**src/rtl/display_pkg.sv**
```systemverilog
// Shared constants for the multiplexed 4-digit 7-segment scanner:
// digit states, active-low segment codes for 0-F and active-low digit enables.
package display_pkg;

    typedef enum logic [1:0] {
        DIG0 = 2'd0,
        DIG1 = 2'd1,
        DIG2 = 2'd2,
        DIG3 = 2'd3
    } digitState_e;

    // Segment order {g,f,e,d,c,b,a}, active-low; entry 0 is the least significant slice.
    localparam logic [15:0][6:0] SEG_TABLE = {
        7'b0001110,  // F
        7'b0000110,  // E
        7'b0100001,  // d
        7'b1000110,  // C
        7'b0000011,  // b
        7'b0001000,  // A
        7'b0010000,  // 9
        7'b0000000,  // 8
        7'b1111000,  // 7
        7'b0000010,  // 6
        7'b0010010,  // 5
        7'b0011001,  // 4
        7'b0110000,  // 3
        7'b0100100,  // 2
        7'b1111001,  // 1
        7'b1000000   // 0
    };

    localparam logic [3:0] AN_DIG0 = 4'b1110;
    localparam logic [3:0] AN_DIG1 = 4'b1101;
    localparam logic [3:0] AN_DIG2 = 4'b1011;
    localparam logic [3:0] AN_DIG3 = 4'b0111;

endpackage

```
**src/rtl/hex_to_7seg.sv**
```systemverilog
// Purely combinational hex nibble to active-low 7-segment pattern.
module hex_to_7seg
    import display_pkg::*;
(
    input  logic [3:0] hex,
    output logic [6:0] seg
);

    assign seg = SEG_TABLE[hex];

endmodule

```
**src/rtl/display_scan.sv**
```systemverilog
// Four-digit multiplexed display scanner: prescaled digit slots, per-frame input
// snapshot so a frame never shows a mix of old and new register values.
//
// state | meaning
// DIG0  | show snapshot datRa,  an = 1110
// DIG1  | show snapshot addrRa, an = 1101
// DIG2  | show snapshot datRb,  an = 1011
// DIG3  | show snapshot addrRb, an = 0111; tick here takes a new snapshot
module display_scan
    import display_pkg::*;
#(
    parameter int BIT_ADDR = 3,
    parameter int BIT_DATO = 4,
    parameter int PRESCALE = 50000
)
(
    input  logic                clk,
    input  logic                rst,
    input  logic [BIT_ADDR-1:0] addrRa,
    input  logic [BIT_DATO-1:0] datRa,
    input  logic [BIT_ADDR-1:0] addrRb,
    input  logic [BIT_DATO-1:0] datRb,
    output logic [6:0]          sseg,
    output logic [3:0]          an,
    output logic                frame_tick
);

    if (BIT_ADDR > 4 || BIT_ADDR < 1) begin : gBadAddr
        $error("display_scan: BIT_ADDR must be 1..4");
    end
    if (BIT_DATO != 4) begin : gBadDato
        $error("display_scan: BIT_DATO must be 4");
    end
    if (PRESCALE < 2) begin : gBadPrescale
        $error("display_scan: PRESCALE must be at least 2");
    end

    localparam int CNT_W = $clog2(PRESCALE);

    logic [CNT_W-1:0]    preCnt;
    logic                tick;
    logic                capture;
    digitState_e         state;
    digitState_e         stateNext;
    logic [BIT_ADDR-1:0] snapAddrA;
    logic [BIT_ADDR-1:0] snapAddrB;
    logic [BIT_DATO-1:0] snapDatA;
    logic [BIT_DATO-1:0] snapDatB;
    logic [3:0]          digit;
    logic [3:0]          anSel;
    logic [3:0]          hexIn;

    assign tick    = (preCnt == CNT_W'(PRESCALE - 1));
    assign capture = tick && (state == DIG3);

    always_ff @(posedge clk) begin
        if (!rst) begin
            preCnt    <= '0;
            state     <= DIG0;
            snapAddrA <= '0;
            snapAddrB <= '0;
            snapDatA  <= '0;
            snapDatB  <= '0;
        end else begin
            preCnt <= tick ? '0 : preCnt + CNT_W'(1);
            state  <= stateNext;
            if (capture) begin
                snapAddrA <= addrRa;
                snapAddrB <= addrRb;
                snapDatA  <= datRa;
                snapDatB  <= datRb;
            end
        end
    end

    always_comb begin
        stateNext = state;
        digit     = 4'h0;
        anSel     = AN_DIG0;
        case (state)
            DIG0: begin
                digit = 4'(snapDatA);
                anSel = AN_DIG0;
                if (tick) stateNext = DIG1;
            end
            DIG1: begin
                digit = 4'(snapAddrA);
                anSel = AN_DIG1;
                if (tick) stateNext = DIG2;
            end
            DIG2: begin
                digit = 4'(snapDatB);
                anSel = AN_DIG2;
                if (tick) stateNext = DIG3;
            end
            DIG3: begin
                digit = 4'(snapAddrB);
                anSel = AN_DIG3;
                if (tick) stateNext = DIG0;
            end
            default: stateNext = DIG0;
        endcase
    end

    // Reset forces the idle display even before the first edge has cleared the state.
    assign an         = rst ? anSel : AN_DIG0;
    assign hexIn      = rst ? digit : 4'h0;
    assign frame_tick = capture && rst;

    hex_to_7seg uDecode (
        .hex (hexIn),
        .seg (sseg)
    );

endmodule

```
**config.mk**
```make
export PLATFORM = sky130hd
export DESIGN_NAME = display_scan
export DESIGN_NICKNAME = d
export VERILOG_FILES = /design/src/rtl/display_pkg.sv /design/src/rtl/hex_to_7seg.sv /design/src/rtl/display_scan.sv
export SDC_FILE = /design/constraint.sdc
export NUM_CORES = 1
export LEC_CHECK = 0
export CAP_MARGIN = 5
export CORE_MARGIN = 8
export CORE_UTILIZATION = 45
export CTS_BUF_LIST = sky130_fd_sc_hd__clkbuf_4
export DETAILED_ROUTE_END_ITERATION = 8
export GPL_ROUTABILITY_DRIVEN = 0
export PLACE_DENSITY = 0.74
export SLEW_MARGIN = 20
export SYNTH_ARGS = -nofsm -noshare
export SYNTH_HDL_FRONTEND = slang
export SYNTH_SLANG_ARGS = --single-unit
```
**constraint.sdc**
```tcl
create_clock -name clk -period 2.8 [get_ports clk]
set_input_delay 0.56 -clock clk [delete_from_list [all_inputs] [get_ports clk]]
set_output_delay 0.56 -clock clk [all_outputs]
set_load 0.005 [all_outputs]
```
=== Yosys cells after proc, flatten, opt, wreduce, memory -nomap -nowiden ===
Memory sizes are Yosys's and may differ from the RTL's.
Cells that the tools add are included.

* ROM bits: 112
* Memories: 1
* Word-level logic and storage cells: 33
* Bits in registers: 32

{| class="wikitable"
|+ Memories
! memory !! depth !! width !! read ports !! clocked after Yosys merged registers in !! write ports !! line !! RTL
|-
| (name not given) || 16 || 7 || 1 || 0 || 0 || hex_to_7seg.sv:9 || <nowiki>assign seg = SEG_TABLE[hex];</nowiki>
|}

* Add/sub/neg operators: 1
* Reduce and logical (&&, ||, !) cells: 5
* Bitwise operators: 1
* Multiplexer cells: 10
* Order comparisons: 1
* Equal/unequal tests: 8

{| class="wikitable"
|+ Operators with widths
! kind !! number
|-
| 4-bit one-hot mux with 4 select lines || 2
|-
| 16-bit by 1-bit adder with 16-bit output, second input constant || 1
|-
| 16-bit == test, second input constant || 1
|-
| 2-bit 2-to-1 mux || 4
|-
| 4-bit 2-to-1 mux || 2
|-
| 2-bit inequality test, second input constant || 4
|-
| 2-bit one-hot mux with 4 select lines || 1
|-
| 7-bit 2-to-1 mux || 1
|-
| 4-bit by 5-bit < comparator with 1-bit output, second input constant || 1
|-
| 2-bit == test, second input constant || 2
|-
| 4-bit AND reduction || 1
|-
| 2-bit by 1-bit == test with 1-bit output, second input constant || 1
|-
| 1-bit logical AND || 2
|-
| 2-bit logical NOT || 1
|-
| 2-bit OR reduction || 1
|-
| 1-bit NOT || 1
|}

=== Logic depth before layout (Yosys ltp) ===
Gate-level depths: netlist of run 1.

* Depth in word-level cells: 5
* Mapped depth: 9
* Mapped depth without buffers: 8

=== Modules after synthesis ===
Synthesis of run 1 repeated with hierarchy kept, for this count alone.

* Cell total of the unflattened synthesis: 215
* Area total of the unflattened synthesis: 1856.8 µm²

{| class="wikitable"
|+ Modules (own cells, without submodules)
! module !! area each (µm²) !! instances !! cells each !! sequential area each (µm²)
|-
| display_scan || 1581.5 || 1 || 183 || 640.6
|-
| hex_to_7seg || 275.3 || 1 || 32 || 0.0
|}

=== Worst setup path before layout of run 1 ===
No wires, ideal clock.

* Path type: flip-flop to output port
* From: register state[0]
* To: output port sseg[1]
* Arrival time: 2.277 ns
* Cell stages (with the launch flop): 10
* Slack: -0.037 ns
* Path buffers: 1
* Cell sequence: dfxtp_1 inv_1 ha_1 clkbuf_1 a21oi_1 a221oi_1 inv_1 ha_1 mux2_2 o32ai_1

* Word-level cells in the longest chain between the ends: 5
* Elaborated cells between the ends (all ways): 8

{| class="wikitable"
|+ RTL lines
! element !! line !! RTL
|-
| from (decl) || display_scan.sv:43 || <nowiki>digitState_e state;</nowiki>
|-
| from (signal assigned) || display_scan.sv:66 || <nowiki>state <= stateNext;</nowiki>
|-
| 2-bit == test, or another cell as far along || display_scan.sv:80 || <nowiki>case (state)</nowiki>
|-
| 4-bit one-hot mux with 4 select lines * || display_scan.sv:80 ||
|-
| 4-bit 2-to-1 mux * || display_scan.sv:107 || <nowiki>assign hexIn = rst ? digit : 4'h0;</nowiki>
|-
| memory 16 x 7 bit * || - ||
|-
| 7-bit 2-to-1 mux (implied by the code) * || hex_to_7seg.sv:9 ||
|-
| to (decl) || display_scan.sv:23 || <nowiki>output logic [6:0] sseg,</nowiki>
|}

Every way passes the cells marked *; elsewhere a longest branch is shown, timed or not. The select of a mux whose other input is x is not followed.

=== Worst setup path in the final report of run 1 ===
* From: register state[1]
* To: output port sseg[1]

The elaborated chain is that of the path after synthesis.

==> results of run 1 <==
==> layout make-up <==
type | count | area [um2] | area share, %
multi-input combinational | 158 | 1260 | 47.3
sequential | 32 | 654 | 24.6
timing repair buffer | 69 | 581 | 21.8
tap | 50 | 62.6 | 2.35
clock buffer | 7 | 52.6 | 1.98
inverter | 10 | 46.3 | 1.74
clock inverter | 1 | 3.75 | 0.141
==> worst max-delay path: cells and delay by family (launching register included) <==
family,cells,cell delay [ns]
AO/OA/AOI/OAI,3,0.36
flip-flops,1,0.38
adder cells (fa/ha/maj),2,0.41
buffers and inverters,4,0.52
multiplexers,1,0.28
==> per-layer routing <==
metal,up-vias,GRT usage [%],part of all wire [%],wire [um]
met5,-,0,0,0
met4,0,7.82,2.9,146
met3,15,3.60,4.4,217
met2,52,27.8,49,2420
met1,833,18.5,44,2180
li1,893,-,-,-
==> where the power goes <==
part           switching (mW)  internal (mW)  total (mW)
clock                   0.153          0.116       0.269
sequential            0.00429          0.456       0.461
combinational          0.0206         0.0282      0.0488
total                   0.178          0.600       0.778
==> synth_stat cells, types with 2 or more instances <==
| library cell | count |
|---|---|
| mux2i_1 | 8 |
| dfxtp_1 | 32 |
| ha_1 | 12 |
| xor2_1 | 7 |
| or3_1 | 3 |
| o22ai_1 | 3 |
| xnor2_1 | 8 |
| a22oi_1 | 2 |
| a21oi_1 | 16 |
| nand2_1 | 11 |
| buf_2 | 2 |
| o21ai_1 | 7 |
| a221oi_1 | 2 |
| buf_6 | 2 |
| o21ai_0 | 7 |
| inv_1 | 9 |
| clkbuf_1 | 5 |
| nor4_1 | 5 |
| nand3_1 | 20 |
| nor2_1 | 19 |
| nand4_1 | 6 |
==> per-stage QoR <==
step / hold WS [ns] / setup WS, ns / power [mW]
finish: 0.482 / -0.0400 / 0.778
global route: 0.500 / -0.146 / 0.813
CTS: 0.479 / -0.0843 / 0.790
detailed placement: 0.463 / -0.563 / 0.519
global placement: 0.458 / -0.459 / 0.519
floorplan: 0.443 / 0.0580 / 0.489
==> logic make-up (layout without fill, tap and decap cells) <==
group,Yosys count,in the layout
and+or+nand+nor,76,76
AOI/OAI and AO/OA,46,46
adders and majority gates,12,12
muxes,9,9
DFF,32,32
buffers and inverters,21,87
xor gates and xnor gates,15,15
==> registers in the layout (all words and copies together), names as in the netlist <==
signal,count
preCnt,16
snapAddrA,3
snapAddrB,3
snapDatA,4
snapDatB,4
state,2
==> worst paths after layout <==
check | from | slack (ns) | end | cells after the start
worst min-delay path | snapDatB[3]$_SDFFE_PN0P_ | 0.48 | snapDatB[3]$_SDFFE_PN0P_ | 2
worst max-delay path | state[1]$_SDFFE_PN0P_ | -0.04 | sseg[1] | 10
worst max register to register | preCnt[11]$_SDFF_PP0_ | 0.63 | preCnt[2]$_SDFF_PP0_ | 5
worst min register to register | snapDatB[3]$_SDFFE_PN0P_ | 0.48 | snapDatB[3]$_SDFFE_PN0P_ | 2
==> what timing repair did <==
item                                    CTS  global route
hold buffers                              0             0
endpoints found under the setup margin    8             7
pin swaps                                 9             6
setup buffers                             7             3
gates resized for setup                  58            17
==> impl_metrics.tcl, run 1 <==
set metrics [dict create \
    status "finished, violations left" \
    failed_checks "negative setup slack" \
    synth.avg_cell_area_um2 8.68 \
    ys_ff_latch 32 \
    coreArea_um2 3970 \
    synthMuxAreaShare_pct 4.99 \
    end_kind "primary output" \
    clk_pin_slew_worst_paths_ns 0.10 \
    fin_ws_ns -0.0400 \
    antenna_found_initial 0 \
    tritoncts "built" \
    fmax_mhz 352 \
    dp_hpwl_mm 3.33 \
    cp_max_fo 7 \
    n_fill_cell 324 \
    mostFrequentLayoutCell "buf_4" \
    clkLatencyLatePin_ns 0.34 \
    syn_to_final_growth_pct 45.2 \
    worst_setup_path_start_kind "flop" \
    clkSinkCount 32 \
    rsz0062_at_grt "true" \
    io_pins 28 \
    synthArstFlopShare_pct 0 \
    drt_first_pass_iters 4 \
    wire_per_inst_um 15.2 \
    fin_cells 327 \
    yosysUniqueCellTypes 46 \
    drive_gt1_share_pct 33.9 \
    synth-edff-count 0 \
    synth_top_area_share_pct 35.0 \
    dp.cells 309 \
    arrival_ns 2.28 \
    num-nets-final 304 \
    slew_headroom_pct 66.2 \
    synth_fa_ha_area_share_pct 8.20 \
    dieArea_um2 6360 \
    synth_cells 211 \
    drt-total-wl_mm 4.96 \
    finalHoldViolations 0 \
    fp.dieW_um 79.8 \
    finalSetupViolCount 2 \
    slowest_stage "dfxtp_4" \
    ys_seq_area_share_pct 35.0 \
    grt_max_degree 17 \
    num_vias 1793 \
    num_rows 23 \
    yosysTopAreaCell "dfxtp_1" \
    worstPathRequired_ns 2.24 \
    drtIter0Drc 89 \
    htree_levels 2 \
    crit_type "reg2out" \
    diodes 0 \
    cap_violations 0 \
    tns_ns -0.0638 \
    yosys_warnings 0 \
    powerDensity_nw_per_um2 293 \
    grt.overflow.total 0 \
    clock_path_buffers 2 \
    synth_area_um2 1830 \
    max_stage_delay_ns 0.38 \
    routed_via_density 5.48 \
    place_area_um2 2340 \
    grt_pass1_vias 1763 \
    start_util_pct 46.1 \
    min_period_ns 2.84 \
    cts_buffers 5 \
    vdd_drop_max_mv 0.203 \
    path_cells "inv_4 -> ha_4 -> a21oi_4 -> a221oi_2 -> buf_4 -> buf_4 -> ha_4 -> mux2_2 -> o32ai_2 -> buf_2" \
    leakage_nw 0.993 \
    fin_util_pct 67.0 \
    finalCritPeriodShare_pct 101 \
    clock_skew_ns 0.0186 \
    io_buffers 27 \
    final_cell_mix "buf_4 (36), dfxtp_1 (25), nand3_1 (20)" \
    track_usage_pct 16.2 \
    drc 0 \
    synth_top_family_by_area "simple AND/OR/NAND/NOR gates" \
    final_area_um2 2660 \
    slew_violations 0 \
    cts_root_buf "clkbuf_4" \
    ant_nets 0 \
    synthSimpleGateAreaFrac_pct 23.0 \
    hp-class "reg2reg" \
    ys.flop_type "dfxtp_1" \
    syn_nets 239 \
    worst_pin_slew_ns 0.503 \
    synthXorXnorAreaFrac_pct 7.18 \
    netlist_top_cells_area "dfxtp_1 (35%), ha_1 (8.2%), nand3_1 (5.5%)" \
    synth_compound_gate_area_share_pct 15.7 \
    die_y_um 79.8 \
    grt_pass1_wl_mm 8.22 \
]
Note: power is estimated with default switching activity, not from simulation.
==> inputs of run 2 (changes only) <==
--- a/config.mk
+++ b/config.mk
@@ -10,7 +10,6 @@
 export CORE_UTILIZATION = 45
 export CTS_BUF_LIST = sky130_fd_sc_hd__clkbuf_4
 export DETAILED_ROUTE_END_ITERATION = 8
-export GPL_ROUTABILITY_DRIVEN = 0
 export PLACE_DENSITY = 0.74
 export SLEW_MARGIN = 20
 export SYNTH_ARGS = -nofsm -noshare
==> results of run 2 <==
No change in the layout: final DEF, timing and power equal those of run 1.
==> inputs of run 3 (changes only) <==
--- a/config.mk
+++ b/config.mk
@@ -10,6 +10,7 @@
 export CORE_UTILIZATION = 45
 export CTS_BUF_LIST = sky130_fd_sc_hd__clkbuf_4
 export DETAILED_ROUTE_END_ITERATION = 8
+export GPL_TIMING_DRIVEN = 0
 export PLACE_DENSITY = 0.74
 export SLEW_MARGIN = 20
 export SYNTH_ARGS = -nofsm -noshare
==> run 3 against run 2 <==
  * The flow still finishes with violations (negative setup slack)
  * Fmax fell by 3.5%
  * Largest power group unchanged
  * Design area fell by 0.42%
  * Global-route usage fell by 0.38 points
  * Non-clock buffer count fell by 7
==> impl_metrics.tcl, run 3 (synthesis results as in run 1) <==
set metrics [dict create \
    drtIter0Drc 109 \
    drt-total-wl_mm 4.96 \
    crit_type "reg2out" \
    tritoncts "built" \
    min_period_ns 2.94 \
    io_buffers 27 \
    clock_path_buffers 2 \
    final_area_um2 2650 \
    hold_ws_ns 0.478 \
    hp-class "reg2reg" \
    antenna_found_initial 0 \
    start_util_pct 46.1 \
    vdd_drop_max_mv 0.337 \
    ant_nets 0 \
    fp.dieW_um 79.8 \
    cp_max_fo 7 \
    grt_max_degree 12 \
    cap_violations 0 \
    diodes 0 \
    top_register "preCnt" \
    largest_reg_flops 16 \
    routed_via_density 5.47 \
    clk_pin_slew_worst_paths_ns 0.09 \
    powerDensity_nw_per_um2 291 \
    finalCritPeriodShare_pct 105 \
    worst_pin_slew_ns 0.453 \
    cts-hold-fix-buffers 0 \
    clock_skew_ns 0.0136 \
    worstPathRequired_ns 2.24 \
    cts_root_buf "clkbuf_4" \
    mostFrequentLayoutCell "dfxtp_1" \
    wire_per_inst_um 15.5 \
    grt_pass1_wl_mm 8.18 \
    reg.largest.list "preCnt (16), snapDatA (4), snapDatB (4)" \
    end_kind "primary output" \
    drt_first_pass_iters 4 \
    dieArea_um2 6360 \
    finalHoldViolations 0 \
    slew_violations 0 \
    leakage_nw 0.942 \
    worst_setup_path_start_kind "flop" \
    ff2ff_setup_slack_ns 0.64 \
    die_y_um 79.8 \
    slowest_stage "dfxtp_4" \
    track_usage_pct 15.8 \
    tns_ns -0.781 \
    grt_pass1_vias 1711 \
    grt.overflow.total 0 \
    place_area_um2 2170 \
    num_rows 23 \
    max_stage_delay_ns 0.41 \
    slew_headroom_pct 69.8 \
    coreArea_um2 3970 \
    drc 0 \
    finalSetupViolCount 7 \
    gp_congestion 0.777 \
    num_vias 1750 \
    htree_levels 2 \
    failed_checks "negative setup slack" \
    path_cells "inv_4 -> ha_4 -> clkbuf_16 -> a221oi_4 -> buf_6 -> inv_4 -> buf_6 -> ha_4 -> mux2i_1 -> mux2i_1 -> buf_2" \
    io_pins 28 \
    num-nets-final 297 \
    clkLatencyLatePin_ns 0.33 \
    cts_buffers 5 \
    syn_to_final_growth_pct 44.6 \
    clkSinkCount 32 \
    status "finished, violations left" \
    fin_util_pct 66.7 \
    fin_ws_ns -0.143 \
    rsz0062_at_grt "true" \
    arrival_ns 2.38 \
    dp_slack_ns -1.20 \
    dp_hpwl_mm 3.00 \
    final_cell_mix "dfxtp_1 (22), buf_4 (21), nand3_1 (20)" \
    fmax_mhz 340 \
    drive_gt1_share_pct 33.7 \
]
run 3: worst paths after layout:
| path | startpoint | end | depth (start not counted) |
|---|---|---|---|
| worst max-delay path | state[1]$_SDFFE_PN0P_ | sseg[3] | 11 |
| worst max register to register | preCnt[11]$_SDFF_PP0_ | preCnt[7]$_SDFF_PP0_ | 6 |
| worst min register to register | snapDatA[2]$_SDFFE_PN0P_ | snapDatA[2]$_SDFFE_PN0P_ | 2 |
| worst min-delay path | snapDatA[2]$_SDFFE_PN0P_ | snapDatA[2]$_SDFFE_PN0P_ | 2 |
run 3: worst max-delay path: cells and delay by family, from the launching register on:
| kind | cells | cell delay, ns |
|---|---|---|
| buffers and inverters | 6 | 0.67 |
| AOI/OAI and AO/OA | 1 | 0.37 |
| muxes | 2 | 0.24 |
| adders and majority gates | 2 | 0.34 |
| DFF | 1 | 0.41 |
run 3: final cells by class:
cell class / instances / area (um2)
buffer: 9 / 76.3
clock buffer: 6 / 45.0
clock inverter: 2 / 11.3
fill: 314 / 1320
inverter: 10 / 50.0
multi-input combinational: 158 / 1290
sequential: 32 / 658
tap: 50 / 62.6
timing repair buffer: 53 / 449
run 3: per-stage QoR:
stage / cells / power, mW
after detailed placement: 288 / 0.516
after global placement: 288 / 0.516
after global routing: 320 / 0.803
after CTS: 316 / 0.776
final: 320 / 0.771
after floorplan: 211 / 0.489
run 3: report_power, final:
group	switching [mW]	leakage (nW)	internal, mW	total [mW]
logic	0.0196	0.650	0.0248	0.0444
clock network	0.159	0.0293	0.105	0.264
registers	0.00557	0.263	0.457	0.463
total	0.184	0.942	0.587	0.771
run 3: what timing repair did:
item	4_1_cts	5_1_grt
endpoints found under the setup margin	10	8
pin swaps	12	3
gates resized for setup	94	4
setup buffers	22	4
run 3: layer usage:
layer | global-route usage (%) | wire length (um)
met2 | 24.8 | 2420
met4 | 6.55 | 50
met5 | 0 | 0
met1 | 20.3 | 2310
met3 | 3.60 | 183
